==> src/rtl/cla_group_serial_addsub_pkg.sv <==
// Shared types and constants for the group-serial lookahead adder/subtractor.
package cla_group_serial_addsub_pkg;

  localparam int GRP_W = 4;

  typedef enum logic [1:0] {
    ST_IDLE    = 2'd0,
    ST_COMPUTE = 2'd1,
    ST_DONE    = 2'd2
  } state_t;

  function automatic int clog2(input int n);
    int r;
    r = 0;
    while ((1 << r) < n) r++;
    return r;
  endfunction

endpackage

==> src/rtl/cla_group_serial_addsub_nibble.sv <==
// One 4-bit carry-lookahead slice: per-bit g/p, sums of products for c1..c4.
module cla_nibble_slice
  import cla_group_serial_addsub_pkg::*;
(
  input  logic [GRP_W-1:0] a4,
  input  logic [GRP_W-1:0] b4,
  input  logic             cin,
  output logic [GRP_W-1:0] sum4,
  output logic             c4,
  output logic             c3,
  output logic             gout,
  output logic             pout
);

  logic [GRP_W-1:0] p;
  logic [GRP_W-1:0] g;
  logic [GRP_W-1:0] c;

  always_comb begin
    p = a4 ^ b4;
    g = a4 & b4;
    c[0] = cin;
    c[1] = g[0] | (p[0] & cin);
    c[2] = g[1] | (p[1] & g[0])
         | (p[1] & p[0] & cin);
    c[3] = g[2] | (p[2] & g[1])
         | (p[2] & p[1] & g[0])
         | (p[2] & p[1] & p[0] & cin);
    gout = g[3] | (p[3] & g[2])
         | (p[3] & p[2] & g[1])
         | (p[3] & p[2] & p[1] & g[0]);
    pout = &p;
    c4   = gout | (pout & cin);
    c3   = c[3];
    sum4 = p ^ c;
  end

endmodule

==> src/rtl/cla_group_serial_addsub.sv <==
// Group-serial add/sub reusing one 4-bit lookahead slice per cycle.
// Optional early completion: CLA_SERIAL_EARLY_DONE_EN.
module cla_group_serial_addsub
  import cla_group_serial_addsub_pkg::*;
#(
  parameter int WIDTH = 16
) (
  input  logic             clk,
  input  logic             rst,
  input  logic             start,
  input  logic             sub,
  input  logic [WIDTH-1:0] a,
  input  logic [WIDTH-1:0] b,
  output logic             ready,
  output logic             busy,
  output logic             done,
  output logic [WIDTH-1:0] sum,
  output logic             cout,
  output logic             ovf
);

  localparam int NGRP  = WIDTH / GRP_W;
  localparam int IDX_W = (NGRP > 1) ? clog2(NGRP) : 1;
  localparam logic [IDX_W-1:0] LAST = IDX_W'(NGRP - 1);

  state_t           state_q, state_d;
  logic [WIDTH-1:0] a_q, a_d;
  logic [WIDTH-1:0] b_q, b_d;
  logic [WIDTH-1:0] sum_q, sum_d;
  logic [IDX_W-1:0] idx_q, idx_d;
  logic             carry_q, carry_d;
  logic             cout_q, cout_d;
  logic             ovf_q, ovf_d;

  logic [GRP_W-1:0] a_grp, b_grp, s_sum;
  logic             s_c4, s_c3, s_g, s_p;

  always_comb begin
    a_grp = a_q[GRP_W*int'(idx_q) +: GRP_W];
    b_grp = b_q[GRP_W*int'(idx_q) +: GRP_W];
  end

  cla_nibble_slice u_slice (
    .a4   (a_grp),
    .b4   (b_grp),
    .cin  (carry_q),
    .sum4 (s_sum),
    .c4   (s_c4),
    .c3   (s_c3),
    .gout (s_g),
    .pout (s_p)
  );

`ifdef CLA_SERIAL_EARLY_DONE_EN
  logic rest_zero;
  always_comb begin
    rest_zero = ((a_q | b_q) >> (GRP_W * (int'(idx_q) + 1))) == '0;
  end
`endif

  always_comb begin
    state_d = state_q;
    a_d     = a_q;
    b_d     = b_q;
    sum_d   = sum_q;
    idx_d   = idx_q;
    carry_d = carry_q;
    cout_d  = cout_q;
    ovf_d   = ovf_q;
    unique case (state_q)
      ST_IDLE, ST_DONE: begin
        if (start) begin
          a_d     = a;
          b_d     = sub ? ~b : b;
          carry_d = sub;
          idx_d   = '0;
          sum_d   = '0;
          state_d = ST_COMPUTE;
        end else begin
          state_d = ST_IDLE;
        end
      end
      ST_COMPUTE: begin
        sum_d[GRP_W*int'(idx_q) +: GRP_W] = s_sum;
        carry_d = s_g | (s_p & carry_q);
        idx_d   = idx_q + IDX_W'(1);
        if (idx_q == LAST) begin
          cout_d  = s_c4;
          ovf_d   = s_c3 ^ s_c4;
          state_d = ST_DONE;
`ifdef CLA_SERIAL_EARLY_DONE_EN
        end else if (!s_c4 && rest_zero) begin
          cout_d  = 1'b0;
          ovf_d   = 1'b0;
          state_d = ST_DONE;
`endif
        end
      end
      default: state_d = ST_IDLE;
    endcase
  end

  always_ff @(posedge clk) begin
    if (rst) begin
      state_q <= ST_IDLE;
      a_q     <= '0;
      b_q     <= '0;
      sum_q   <= '0;
      idx_q   <= '0;
      carry_q <= 1'b0;
      cout_q  <= 1'b0;
      ovf_q   <= 1'b0;
    end else begin
      state_q <= state_d;
      a_q     <= a_d;
      b_q     <= b_d;
      sum_q   <= sum_d;
      idx_q   <= idx_d;
      carry_q <= carry_d;
      cout_q  <= cout_d;
      ovf_q   <= ovf_d;
    end
  end

  assign ready = (state_q == ST_IDLE) || (state_q == ST_DONE);
  assign busy  = (state_q == ST_COMPUTE);
  assign done  = (state_q == ST_DONE);
  assign sum   = sum_q;
  assign cout  = cout_q;
  assign ovf   = ovf_q;

endmodule
==> config.mk <==
export PLATFORM = sky130hd
export DESIGN_NAME = cla_group_serial_addsub
export DESIGN_NICKNAME = d
export VERILOG_FILES = /design/src/rtl/cla_group_serial_addsub_pkg.sv /design/src/rtl/cla_group_serial_addsub_nibble.sv /design/src/rtl/cla_group_serial_addsub.sv
export SDC_FILE = /design/constraint.sdc
export NUM_CORES = 1
export LEC_CHECK = 0
export BUFFER_PORTS_ARGS = -buffer_cell sky130_fd_sc_hd__clkbuf_2
export CAP_MARGIN = 20
export CORE_ASPECT_RATIO = 0.8
export CORE_UTILIZATION = 50
export CTS_BUF_LIST = sky130_fd_sc_hd__clkbuf_16
export CTS_CLUSTER_SIZE = 30
export DETAILED_ROUTE_END_ITERATION = 6
export GPL_TIMING_DRIVEN = 0
export PLACE_DENSITY_LB_ADDON = 0.15
export RECOVER_POWER = 25
export REMOVE_ABC_BUFFERS = 1
export SYNTH_ARGS = -nofsm -noshare
export SYNTH_HDL_FRONTEND = slang
export SYNTH_SLANG_ARGS = --single-unit
==> constraint.sdc <==
create_clock -name clk -period 6.3 [get_ports clk]
set_clock_uncertainty 0.15 [all_clocks]
set_input_delay 0 -clock clk [delete_from_list [all_inputs] [get_ports clk]]
set_output_delay 0 -clock clk [all_outputs]
set_load 0.05 [all_outputs]
After elaboration in Yosys (flattened, before gate mapping). Index checks and enable logic that the tools add are counted.

$add $sub $neg: 2. Eq/ne operators: 5. Shift operators: 4. Multiplexer cells: 11. Bitwise logic cells: 30. Reduce and logical (&&, ||, !) cells: 8.

Operators with widths (count): $neg 4->33 (1); $shift 4x33->16 const A (1); $shiftx 4x33->16 (1); $mux 16 (2); $pmux 16 s2 (1); $shiftx 16x5->4 (2); $bwmux 16 (1); $not 16->16 (1); $and 1x1->1 (15); $or 1x1->1 (10); $pmux 2 s2 (2); $xor 4x4->4 (2); $reduce_and 2->1 (3); $and 4x4->4 (1); $eq 2x2->1 const B (2); $mux 2 (2); $reduce_and 4->1 (1); $add 2x1->2 const B (1); $eq 2x1->1 const B (1); $logic_not 2->1 (1); $mux 1 (2); $ne 2x1->1 const B (1); $ne 2x2->1 const B (1); $pmux 1 s2 (1); 4 further kinds (4).

Flip-flop bits (word level): 55. Bits of input ports: 36. Output and inout port bits: 21. Word-level logic and storage cells: 68.

Depth between registers and ports, before layout. Gate-level depths: netlist (run 1).

Depth in word-level cells: 10. Depth in mapped cells: 7. Gate-level depth less buffers: 6.

Hierarchy. Synthesis (run 1) repeated with hierarchy kept, for this count alone.

Cell total of the unflattened synthesis: 276. Area total of the unflattened synthesis: 2680.1 µm².

By module, submodules not included: cla_group_serial_addsub (times used 1, cells each 254, area each 2497.4 µm², seq. area each 1101.1 µm²); cla_nibble_slice (times used 1, cells each 22, area each 182.7 µm², seq. area each 0.0 µm²).

Worst setup path after synthesis (run 1). OpenSTA, ideal clock, no wires.

Kind: flip-flop to flip-flop. Start: register idx_q[0]. End: register sum_q[3], in the netlist sum[3]. Library setup time: 87 ps. Arrival: 2412 ps. Required time: 6063 ps. Slack: 3651 ps. Stages on the path, launching flop included: 8. Buffers on the path: 1. Period minus slack after synthesis: 2649 ps. Cell sequence: dfxtp_1 -> buf_4 -> mux4_2 -> ha_1 -> a211o_1 -> a21o_2 -> xnor2_2 -> o31ai_1.

Word-level cells in the longest chain between the ends: 10. Elaborated cells on any way between the ends: 25. Classes of those cells: add/sub: 1; shift: 4; mux: 2; bitwise: 18.

Ends and longest elaborated chain: start, declared (line cla_group_serial_addsub.sv:30) `logic [IDX_W-1:0] idx_q, idx_d;`; start signal, assigned (line cla_group_serial_addsub.sv:118) `idx_q <= idx_d;`; $shiftx 16x5->4, on equally long branches (line cla_group_serial_addsub.sv:39, cla_group_serial_addsub.sv:40); $xor 4x4->4 or $and 4x4->4 (tied branches) (line cla_group_serial_addsub_nibble.sv:20, cla_group_serial_addsub_nibble.sv:21); $and 1x1->1, on equally long branches (line cla_group_serial_addsub_nibble.sv:26, cla_group_serial_addsub_nibble.sv:27, cla_group_serial_addsub_nibble.sv:28); $or 1x1->1 (tied with other cells) (line cla_group_serial_addsub_nibble.sv:26) `c[3] = g[2] | (p[2] & g[1])`; $or 1x1->1 or $and 1x1->1 (tied branches) (line cla_group_serial_addsub_nibble.sv:27, cla_group_serial_addsub_nibble.sv:28); $or 1x1->1 (line cla_group_serial_addsub_nibble.sv:28) `| (p[2] & p[1] & p[0] & cin);`; $xor 4x4->4 (line cla_group_serial_addsub_nibble.sv:35) `sum4 = p ^ c;`; $shiftx 4x33->16 (line cla_group_serial_addsub.sv:84) `sum_d[GRP_W*int'(idx_q) +: GRP_W] = s_sum;`; $bwmux 16 (*) (line cla_group_serial_addsub.sv:84); $pmux 16 s2 (*) (line cla_group_serial_addsub.sv:70) `unique case (state_q)`; end signal, assigned (line cla_group_serial_addsub.sv:117) `sum_q <= sum_d;`; end, declared (line cla_group_serial_addsub.sv:29) `logic [WIDTH-1:0] sum_q, sum_d;`.

Every way passes the cells marked *; elsewhere a longest branch is shown, timed or not. A chain may end at the register's enable or synchronous reset.

Worst setup path after layout (run 1). Same ends and word-level chain as after synthesis.

==> results of run 1 <==
area by class of cell:
| type | instances | area [µm²] |
|---|---|---|
| well taps | 62 | 77.6 |
| inverters | 5 | 18.8 |
| repair buffers | 91 | 627 |
| clock inverters | 3 | 38.8 |
| flip-flops and latches | 55 | 1100 |
| clock buffers | 5 | 125 |
| multi-input cells | 193 | 1390 |
| fillers | 419 | 1630 |
cells by family (layout without fill, tap and decap cells):
group | Yosys count | count (layout) | share of synthesized area, %
AND/OR/NAND/NOR | 90 | 90 | 16.5
XOR/XNOR | 18 | 18 | 6.34
adder cells (fa/ha/maj) | 10 | 10 | 5.09
flip-flops | 55 | 55 | 42.3
buffers and inverters | 24 | 104 | 4.61
multiplexers | 11 | 11 | 8.07
AO/OA/AOI/OAI | 64 | 64 | 17.1
metrics by stage:
stage	hold slack (ns)	worst slack (ns)	instance area, µm²	power, mW
CTS	0.0895	3.16	3400	0.846
global route	0.128	3.00	3380	0.883
global placement	0.0740	2.27	2860	0.524
floorplan	-0.0854	3.34	2500	0.480
detailed placement	0.0801	3.16	2910	0.528
finish	0.0804	3.20	3380	0.844
worst max-delay path: stages, from the launching register on:
cell and delay, ns:
dfxtp_1 0.87, mux4_2 0.67, ha_1 0.34, a211o_1 0.29, a21o_2 0.23, xnor2_2 0.30
o31ai_1 0.12
per-layer routing:
| metal | vias to the layer above | track usage (%) | wire length, µm | share of wire, % |
|---|---|---|---|---|
| li1 | 1116 | - | - | - |
| met1 | 989 | 28.6 | 2640 | 48 |
| met2 | 36 | 38.5 | 2660 | 48 |
| met3 | 5 | 4.52 | 206 | 3.7 |
| met4 | 0 | 5.82 | 49 | 0.88 |
| met5 | - | 0 | 0 | 0 |
cell usage in the layout (no fill, tap or decap), types with 2 or more instances in the layout:
cell and n:
a211o_1 2, mux2i_1 3, a32oi_1 5, inv_2 3, mux4_2 8, nand3b_1 6
clkbuf_16 5, a22oi_1 9, xnor2_1 16, buf_12 2, o31ai_1 4, dlygate4sd3_1 33
dfxtp_1 55, ha_1 9, nand2_1 35, inv_1 2, clkbuf_2 37, a211oi_1 16
nor2b_1 3, clkbuf_1 19, a21oi_1 22, nor2_1 34
synthesized netlist by cell type, drive strengths merged (5+ instances only):
cell,instances,area (µm²)
buf,11,71.3
clkbuf,8,30.0
nor2,34,128
a211oi,17,133
nand2,36,138
o31ai,5,42.5
a21oi,23,119
a22oi,9,67.6
xnor2,17,156
ha,9,113
a32oi,5,43.8
inv,5,18.8
nand3b,7,56.3
dfxtp,55,1100
mux4,8,180
power by group:
group / leakage (nW) / switching [mW] / internal [mW]
Sequential: 0.450 / 0.0148 / 0.367
Clock: 0.0812 / 0.122 / 0.186
Combinational: 0.806 / 0.0827 / 0.0721
repair_timing:
item / 4_1_cts / 5_1_grt
endpoints found under the hold margin: 33 / 0
setup buffers: 0 / 0
hold buffers: 33 / 0
registers in the layout (all words and copies together), names as in the netlist:
| name | cells |
|---|---|
| carry_q | 1 |
| idx_q | 2 |
| b_q | 16 |
| sum | 16 |
| cout | 1 |
| ovf | 1 |
| a_q | 16 |
| state_q | 2 |
how the worst max path moves through the flow:
stage               startpoint     end  slack (ns)  depth (start not counted)
finish                idx_q[0]  sum[3]        3.20                          6
global route          idx_q[0]  sum[3]        3.00                          6
CTS                   idx_q[0]  sum[3]        3.16                          6
detailed placement    idx_q[0]  sum[3]        3.16                          6
global placement    state_q[0]  sum[2]        2.27                          4
floorplan           state_q[0]  sum[4]        3.34                          4
==> impl_metrics.csv, run 1 <==
group,metric,value,unit
cells_and_area,finalNetCount,397,
logic_synthesis,netlist_area,2600,µm²
cells_and_area,utilization,67.5,%
sta,period_share,49.3,%
grt,grt-ovfl-total,0,
logic_synthesis,synth_async_sr_flop_share,0,%
floorplanning,core,5010,µm²
sta,hold_viol,0,
logic_synthesis,synthCells,272,
placement,place_congestion,0.769,
detailed_routing,dr.pass1.iters,4,
detailed_routing,num_vias,2146,
job,cap_violations,0,
sta,worst_pin_slew,0.831,ns
setup_path,r2r_setup_slack,3.20,ns
floorplanning,die_h,66.6,µm
logic_synthesis,avgSynthCellArea,9.58,µm²
setup_path,cp.arrival,3.12,ns
setup_path,r2r_start,"idx_q[0]",
setup_path,worst_r2r_endpoint,"sum[3]",
hold_path,hold_class,"in -> reg",
cts,clk_latency,0.29,ns
floorplanning,rows,23,
hold_path,whs_endpoint,"sum[0]",
grt,grt_usage,22.5,%
cts,cts_made_buffers,5,
cts,clkTransAtPathRegs,0.07,ns
setup_path,start_kind,"flip-flop",
sta,max_slew_margin,44.5,%
cts,cts_resized,0,
logic_synthesis,ys_seq_area_share,42.3,%
floorplanning,ios,57,
cts,cts_sinks,55,
sta,tns,0,ns
power_and_ir_drop,power_density,250,nW/µm²
grt,first_global_vias,2043,
detailed_routing,drc,0,
placement,dp_cells,373,
sta,setup_viol,0,
cells_and_area,area_growth,29.7,%
sta,period_minus_slack,3.10,ns
logic_synthesis,ys.flop_type,"dfxtp_1",
cts,h-tree-depth,2,
setup_path,worst-path-max-fanout,15,
detailed_routing,ant_nets,0,
floorplanning,initial_core_util,52.0,%
setup_path,worst-setup-path-type,"reg -> reg",
grt,grt_pass1_wl,9.26,mm
setup_path,crit_required,6.31,ns
logic_synthesis,synth_edf_count,0,
placement,dpl.hpwl,3.58,mm
detailed_routing,routed_wl,5.55,mm
grt,grt_max_degree,37,
sta,rsz0062_at_grt,"no",
logic_synthesis,yosys_register_bits,55,
floorplanning,die_w,82.7,µm
hold_path,hp-start,"rst",
floorplanning,floorplan.die_area,5500,µm²
detailed_routing,viasPerCell,5.18,
outcome,status,"finished, final reports clean",
cells_and_area,drive_gt1_share,19.6,%
cts,cts_tree,"done",
setup_path,worstRegToRegCells,6,
sta,report.final.slew_viol_count,0,
detailed_routing,dr.first_iter.drc_count,126,
power_and_ir_drop,leakage,1.34,nW
sta,fmax,322,MHz
cts,clock_path_buffers,2,
logic_synthesis,yosysUniqueCellTypes,41,
grt,antenna_found_initial,0,
placement,portBuffers,56,
cells_and_area,stdcell_count,414,
logic_synthesis,yosysWarnings,0,
hold_path,hold-path-cell-count,2,
cells_and_area,antenna_cells,0,
cts,clockRootBuffer,"clkbuf_16",
power_and_ir_drop,ir_drop,0.181,mV
detailed_routing,wl_per_cell,13.4,µm
setup_path,cp-end-kind,"flip-flop",
(Power assumes the default switching activity.)
==> run 2, diff against run 1 <==
==> constraint.sdc (replaced) <==
create_clock -name clk -period 2.98 [get_ports clk]
set_clock_uncertainty 0.15 [all_clocks]
set_input_delay 0 -clock clk [delete_from_list [all_inputs] [get_ports clk]]
set_output_delay 0 -clock clk [all_outputs]
set_load 0.05 [all_outputs]
==> impl_metrics.csv, run 2 (synthesis results as in run 1) <==
group,metric,value,unit
outcome,status,"finished, final reports clean",
sta,report.final.slew_viol_count,0,
sta,worst_slack,0.144,ns
sta,rsz0062_at_grt,"no",
cts,cts_sinks,55,
setup_path,crit_required,2.99,ns
cts,clk_latency,0.29,ns
floorplanning,core,5010,µm²
floorplanning,die_w,82.7,µm
setup_path,worstRegToRegCells,6,
cts,post_cts_buffers,0,
floorplanning,floorplan.die_area,5500,µm²
detailed_routing,wl_met3,269,µm
setup_path,r2r_setup_slack,0.14,ns
cells_and_area,layout_common_cells,"dfxtp_1 (54), clkbuf_2 (37), nand2_1 (35)",
sta,fmax,353,MHz
cells_and_area,antenna_cells,0,
sta,max_slew_margin,43.8,%
placement,place_congestion,0.769,
power_and_ir_drop,leakage,1.34,nW
setup_path,worst_r2r_endpoint,"sum[3]",
cts,clockRootBuffer,"clkbuf_16",
cells_and_area,final_common_cell,"dfxtp_1",
setup_path,cp-end-kind,"flip-flop",
floorplanning,ios,57,
setup_path,r2r_start,"idx_q[0]",
placement,portBuffers,56,
detailed_routing,viasPerCell,5.19,
cts,clkTransAtPathRegs,0.07,ns
grt,grt_usage,22.5,%
setup_path,cp.arrival,2.85,ns
detailed_routing,dr.pass1.iters,4,
detailed_routing,drc,0,
hold_path,hold-path-cell-count,2,
cells_and_area,finalNetCount,397,
power_and_ir_drop,internal_power,1.32,mW
detailed_routing,wl_per_cell,13.5,µm
cells_and_area,drive_gt1_share,19.9,%
sta,period_share,95.2,%
cts,h-tree-depth,2,
grt,grt_max_degree,37,
placement,dpl.hpwl,3.58,mm
cts,cts_made_buffers,5,
detailed_routing,wl_met1,2.64,mm
cts,clock_path_buffers,2,
floorplanning,rows,23,
cells_and_area,stdcell_count,414,
sta,hold_viol,0,
detailed_routing,num_vias,2148,
power_and_ir_drop,netSwitchingPower,0.463,mW
job,cap_violations,0,
detailed_routing,met2_length,2.61,mm
setup_path,worst-setup-path-type,"reg -> reg",
sta,period_minus_slack,2.84,ns
placement,dp_slack,-0.157,ns
hold_path,hp-start,"rst",
grt,grt-ovfl-total,0,
sta,setup_viol,0,
setup_path,worst-path-max-fanout,15,
detailed_routing,routed_wl,5.57,mm
hold_path,whs_endpoint,"sum[0]",
floorplanning,initial_core_util,52.0,%
cts,cts_tree,"done",
detailed_routing,ant_nets,0,
placement,dpl_cell_area,2910,µm²
power_and_ir_drop,power_density,527,nW/µm²
power_and_ir_drop,clockPowerShare,36.4,%
cells_and_area,area_growth,29.8,%
detailed_routing,dr.first_iter.drc_count,143,
grt,antenna_found_initial,0,
power_and_ir_drop,p_seq_share,45.2,%
power_and_ir_drop,pwr-share-comb,18.4,%
placement,dp_cells,373,
grt,grt_pass1_wl,9.26,mm
floorplanning,die_h,66.6,µm
sta,worst_pin_slew,0.841,ns
grt,first_global_vias,2043,
hold_path,hold_class,"in -> reg",
power_and_ir_drop,ir_drop,0.383,mV
detailed_routing,highest_layer,"met4",
cells_and_area,fin_area,3380,µm²
power_and_ir_drop,p_sw_share,26.0,%
setup_path,start_kind,"flip-flop",
-- run 2: cell count changes in the layout (fill, tap and decap cells not counted) --
| cell | previous run | this run |
|---|---|---|
| dfxtp_2 | 0 | 1 |
| dfxtp_1 | 55 | 54 |
-- run 2: worst max-delay path, stage by stage (launching register included) --
cell and delay (ns):
dfxtp_2 0.62, mux4_2 0.64, ha_1 0.34, a211o_1 0.29
a21o_2 0.24, xnor2_2 0.31, o31ai_1 0.12
-- run 2: power groups by stage --
stage | combinational (mW) | sequential [mW] | clock [mW]
CTS | 0.327 | 0.807 | 0.655
floorplan | 0.190 | 0.825 | 0
finish | 0.327 | 0.807 | 0.649
detailed placement | 0.294 | 0.823 | 0
global route | 0.363 | 0.813 | 0.690
global placement | 0.286 | 0.822 | 0
-- run 2: cell type report --
class,instances,area [µm²]
inverter,5,18.8
tap,62,77.6
multi-input combinational,193,1390
fill,421,1630
sequential,55,1100
clock buffer,5,125
clock inverter,3,38.8
timing repair buffer,91,627
-- run 2: metal layers --
layer	global-route usage, %	vias to the layer above
met2	38.5	54
met1	28.6	974
met4	5.82	0
li1	-	1115
met5	0	-
met3	4.52	5
-- run 2: worst max path at each step --
stage	startpoint	to	slack, ns	depth (start not counted)
CTS	idx_q[0]	sum[3]	0.14	6
detailed placement	idx_q[0]	sum[3]	-0.16	6
finish	idx_q[0]	sum[3]	0.14	6
global route	idx_q[0]	sum[3]	0.01	6
floorplan	state_q[0]	sum[4]	0.02	4
global placement	state_q[0]	sum[2]	-1.05	4
-- run 2: through the flow --
step / total power [mW] / hold slack (ns) / TNS [ns] / utilization (%)
2_1_floorplan: 1.01 / -0.0854 / 0 / -
3_3_place_gp: 1.11 / 0.0740 / -33.75 / 57.1
3_5_place_dp: 1.12 / 0.0801 / -0.639 / 58.1
4_1_cts: 1.79 / 0.0895 / 0 / 68.0
5_1_grt: 1.87 / 0.128 / 0 / 67.5
6_report: 1.78 / 0.0806 / 0 / 67.5
-- run 2: what timing repair did --
item                                    CTS  global route
hold endpoints to repair                 33             0
resized for setup                         1             0
hold buffers                             33             0
endpoints found under the setup margin    8             0
==> run 3, diff against run 2 <==
--- a/config.mk
+++ b/config.mk
@@ -13,7 +13,7 @@
 export CTS_CLUSTER_SIZE = 30
 export DETAILED_ROUTE_END_ITERATION = 6
 export GPL_TIMING_DRIVEN = 0
-export PLACE_DENSITY_LB_ADDON = 0.15
+export PLACE_DENSITY = 0.86
 export RECOVER_POWER = 25
 export REMOVE_ABC_BUFFERS = 1
 export SYNTH_ARGS = -nofsm -noshare
==> impl_metrics.csv, run 3 (synthesis results as in run 1) <==
group,metric,value,unit
cts,clkTransAtPathRegs,0.07,ns
cells_and_area,area_growth,30.1,%
power_and_ir_drop,power_density,529,nW/µm²
cts,cts_made_buffers,5,
sta,period_minus_slack,2.83,ns
cts,clockRootBuffer,"clkbuf_16",
setup_path,worst-setup-path-type,"reg -> reg",
floorplanning,floorplan.die_area,5500,µm²
cells_and_area,drive_gt1_share,19.9,%
grt,antenna_found_initial,0,
detailed_routing,routed_wl,5.99,mm
sta,fmax,353,MHz
sta,rsz0062_at_grt,"no",
job,cap_violations,0,
placement,dpl_cell_area,2890,µm²
placement,place_congestion,0.779,
grt,first_global_vias,2184,
sta,tns,0,ns
placement,dp_slack,-0.183,ns
cts,post_cts_buffers,0,
setup_path,cp.arrival,2.84,ns
sta,worst_slack,0.146,ns
cts,h-tree-depth,2,
sta,worst_pin_slew,0.855,ns
detailed_routing,ant_nets,0,
setup_path,path_delay_family,"multiplexers",
cells_and_area,fin_area,3390,µm²
setup_path,crit_required,2.99,ns
cts,clk_latency,0.29,ns
detailed_routing,viasPerCell,5.41,
cells_and_area,antenna_cells,0,
sta,report.final.slew_viol_count,0,
setup_path,cp-end-kind,"flip-flop",
detailed_routing,drc,0,
detailed_routing,dr.pass1.iters,4,
cells_and_area,finalNetCount,397,
setup_path,start_kind,"flip-flop",
sta,period_share,95.1,%
sta,hold_viol,0,
power_and_ir_drop,finalPower,1.79,mW
setup_path,crit_chain,"mux4_2 > ha_1 > a211o_1 > a21o_2 > xnor2_2 > o31ai_1",
power_and_ir_drop,ir_drop,0.304,mV
grt,grt_pass1_wl,9.63,mm
sta,setup_viol,0,
grt,grt_usage,23.4,%
hold_path,hold_class,"in -> reg",
setup_path,critical-path-max-stage-delay,0.64,ns
cells_and_area,layout_common_cells,"dfxtp_1 (54), clkbuf_2 (37), nand2_1 (35)",
cells_and_area,final_common_cell,"dfxtp_1",
setup_path,critPathBufInv,0,
grt,grt_max_degree,61,
placement,dpl.hpwl,3.73,mm
cts,cts_tree,"done",
detailed_routing,wl_per_cell,14.5,µm
outcome,status,"finished, final reports clean",
floorplanning,ios,57,
detailed_routing,num_vias,2240,
sta,hold_ws,0.121,ns
detailed_routing,dr.first_iter.drc_count,131,
cts,cts_sinks,55,
sta,max_slew_margin,42.9,%
placement,portBuffers,56,
cts,clock_path_buffers,2,
floorplanning,rows,23,
setup_path,worst-path-max-fanout,15,
power_and_ir_drop,leakage,1.34,nW
setup_path,worst_path_max_delay_cell,"mux4_2",
floorplanning,die_h,66.6,µm
floorplanning,initial_core_util,52.0,%
grt,grt-ovfl-total,0,
floorplanning,core,5010,µm²
floorplanning,die_w,82.7,µm
==> run 3: cell type report <==
class,count,area (µm²)
tap,62,77.6
sequential,55,1100
timing repair buffer,91,634
multi-input combinational,193,1390
inverter,5,18.8
clock inverter,3,38.8
clock buffer,5,125
fill,416,1620
==> run 3: worst paths after layout <==
| check | from | endpoint | cells past startpoint | slack, ns |
|---|---|---|---|---|
| worst min register to register | a_q[3] | a_q[3] | 2 | 0.30 |
| worst min-delay path | rst | sum[5] | 2 | 0.12 |
| worst max-delay path | idx_q[0] | sum[3] | 6 | 0.15 |
| worst max register to register | idx_q[0] | sum[3] | 6 | 0.15 |
==> run 3: worst reg2reg max path, stage by stage, from the launching register on <==
cell and delay [ns]:
dfxtp_2 0.62, mux4_2 0.64, ha_1 0.34, a211o_1 0.29
a21o_2 0.23, xnor2_2 0.30, o31ai_1 0.12
==> run 3: layer usage <==
metal	GRT usage (%)	routed length, µm	up-vias
met4	8.19	106	0
met2	42.5	2940	72
met1	26.9	2600	1038
met5	0	0	-
met3	4.93	341	9
li1	-	-	1121
==> run 3: metrics by stage <==
step | util (%) | std cells
3_3_place_gp | 57.1 | 371
6_report | 67.7 | 414
3_5_place_dp | 57.7 | 372
5_1_grt | 67.7 | 414
4_1_cts | 67.6 | 413
2_1_floorplan | - | 253
==> run 3: what timing repair did <==
item,4_1_cts,5_1_grt
hold buffers,33,0
endpoints found under the hold margin,33,0
resized for setup,1,0
endpoints found under the setup margin,11,0
==> run 3: power breakdown <==
group	switching, mW	total [mW]	internal [mW]	leakage, nW
Sequential	0.0326	0.808	0.775	0.451
Combinational	0.180	0.334	0.153	0.810
Clock	0.259	0.652	0.392	0.0812
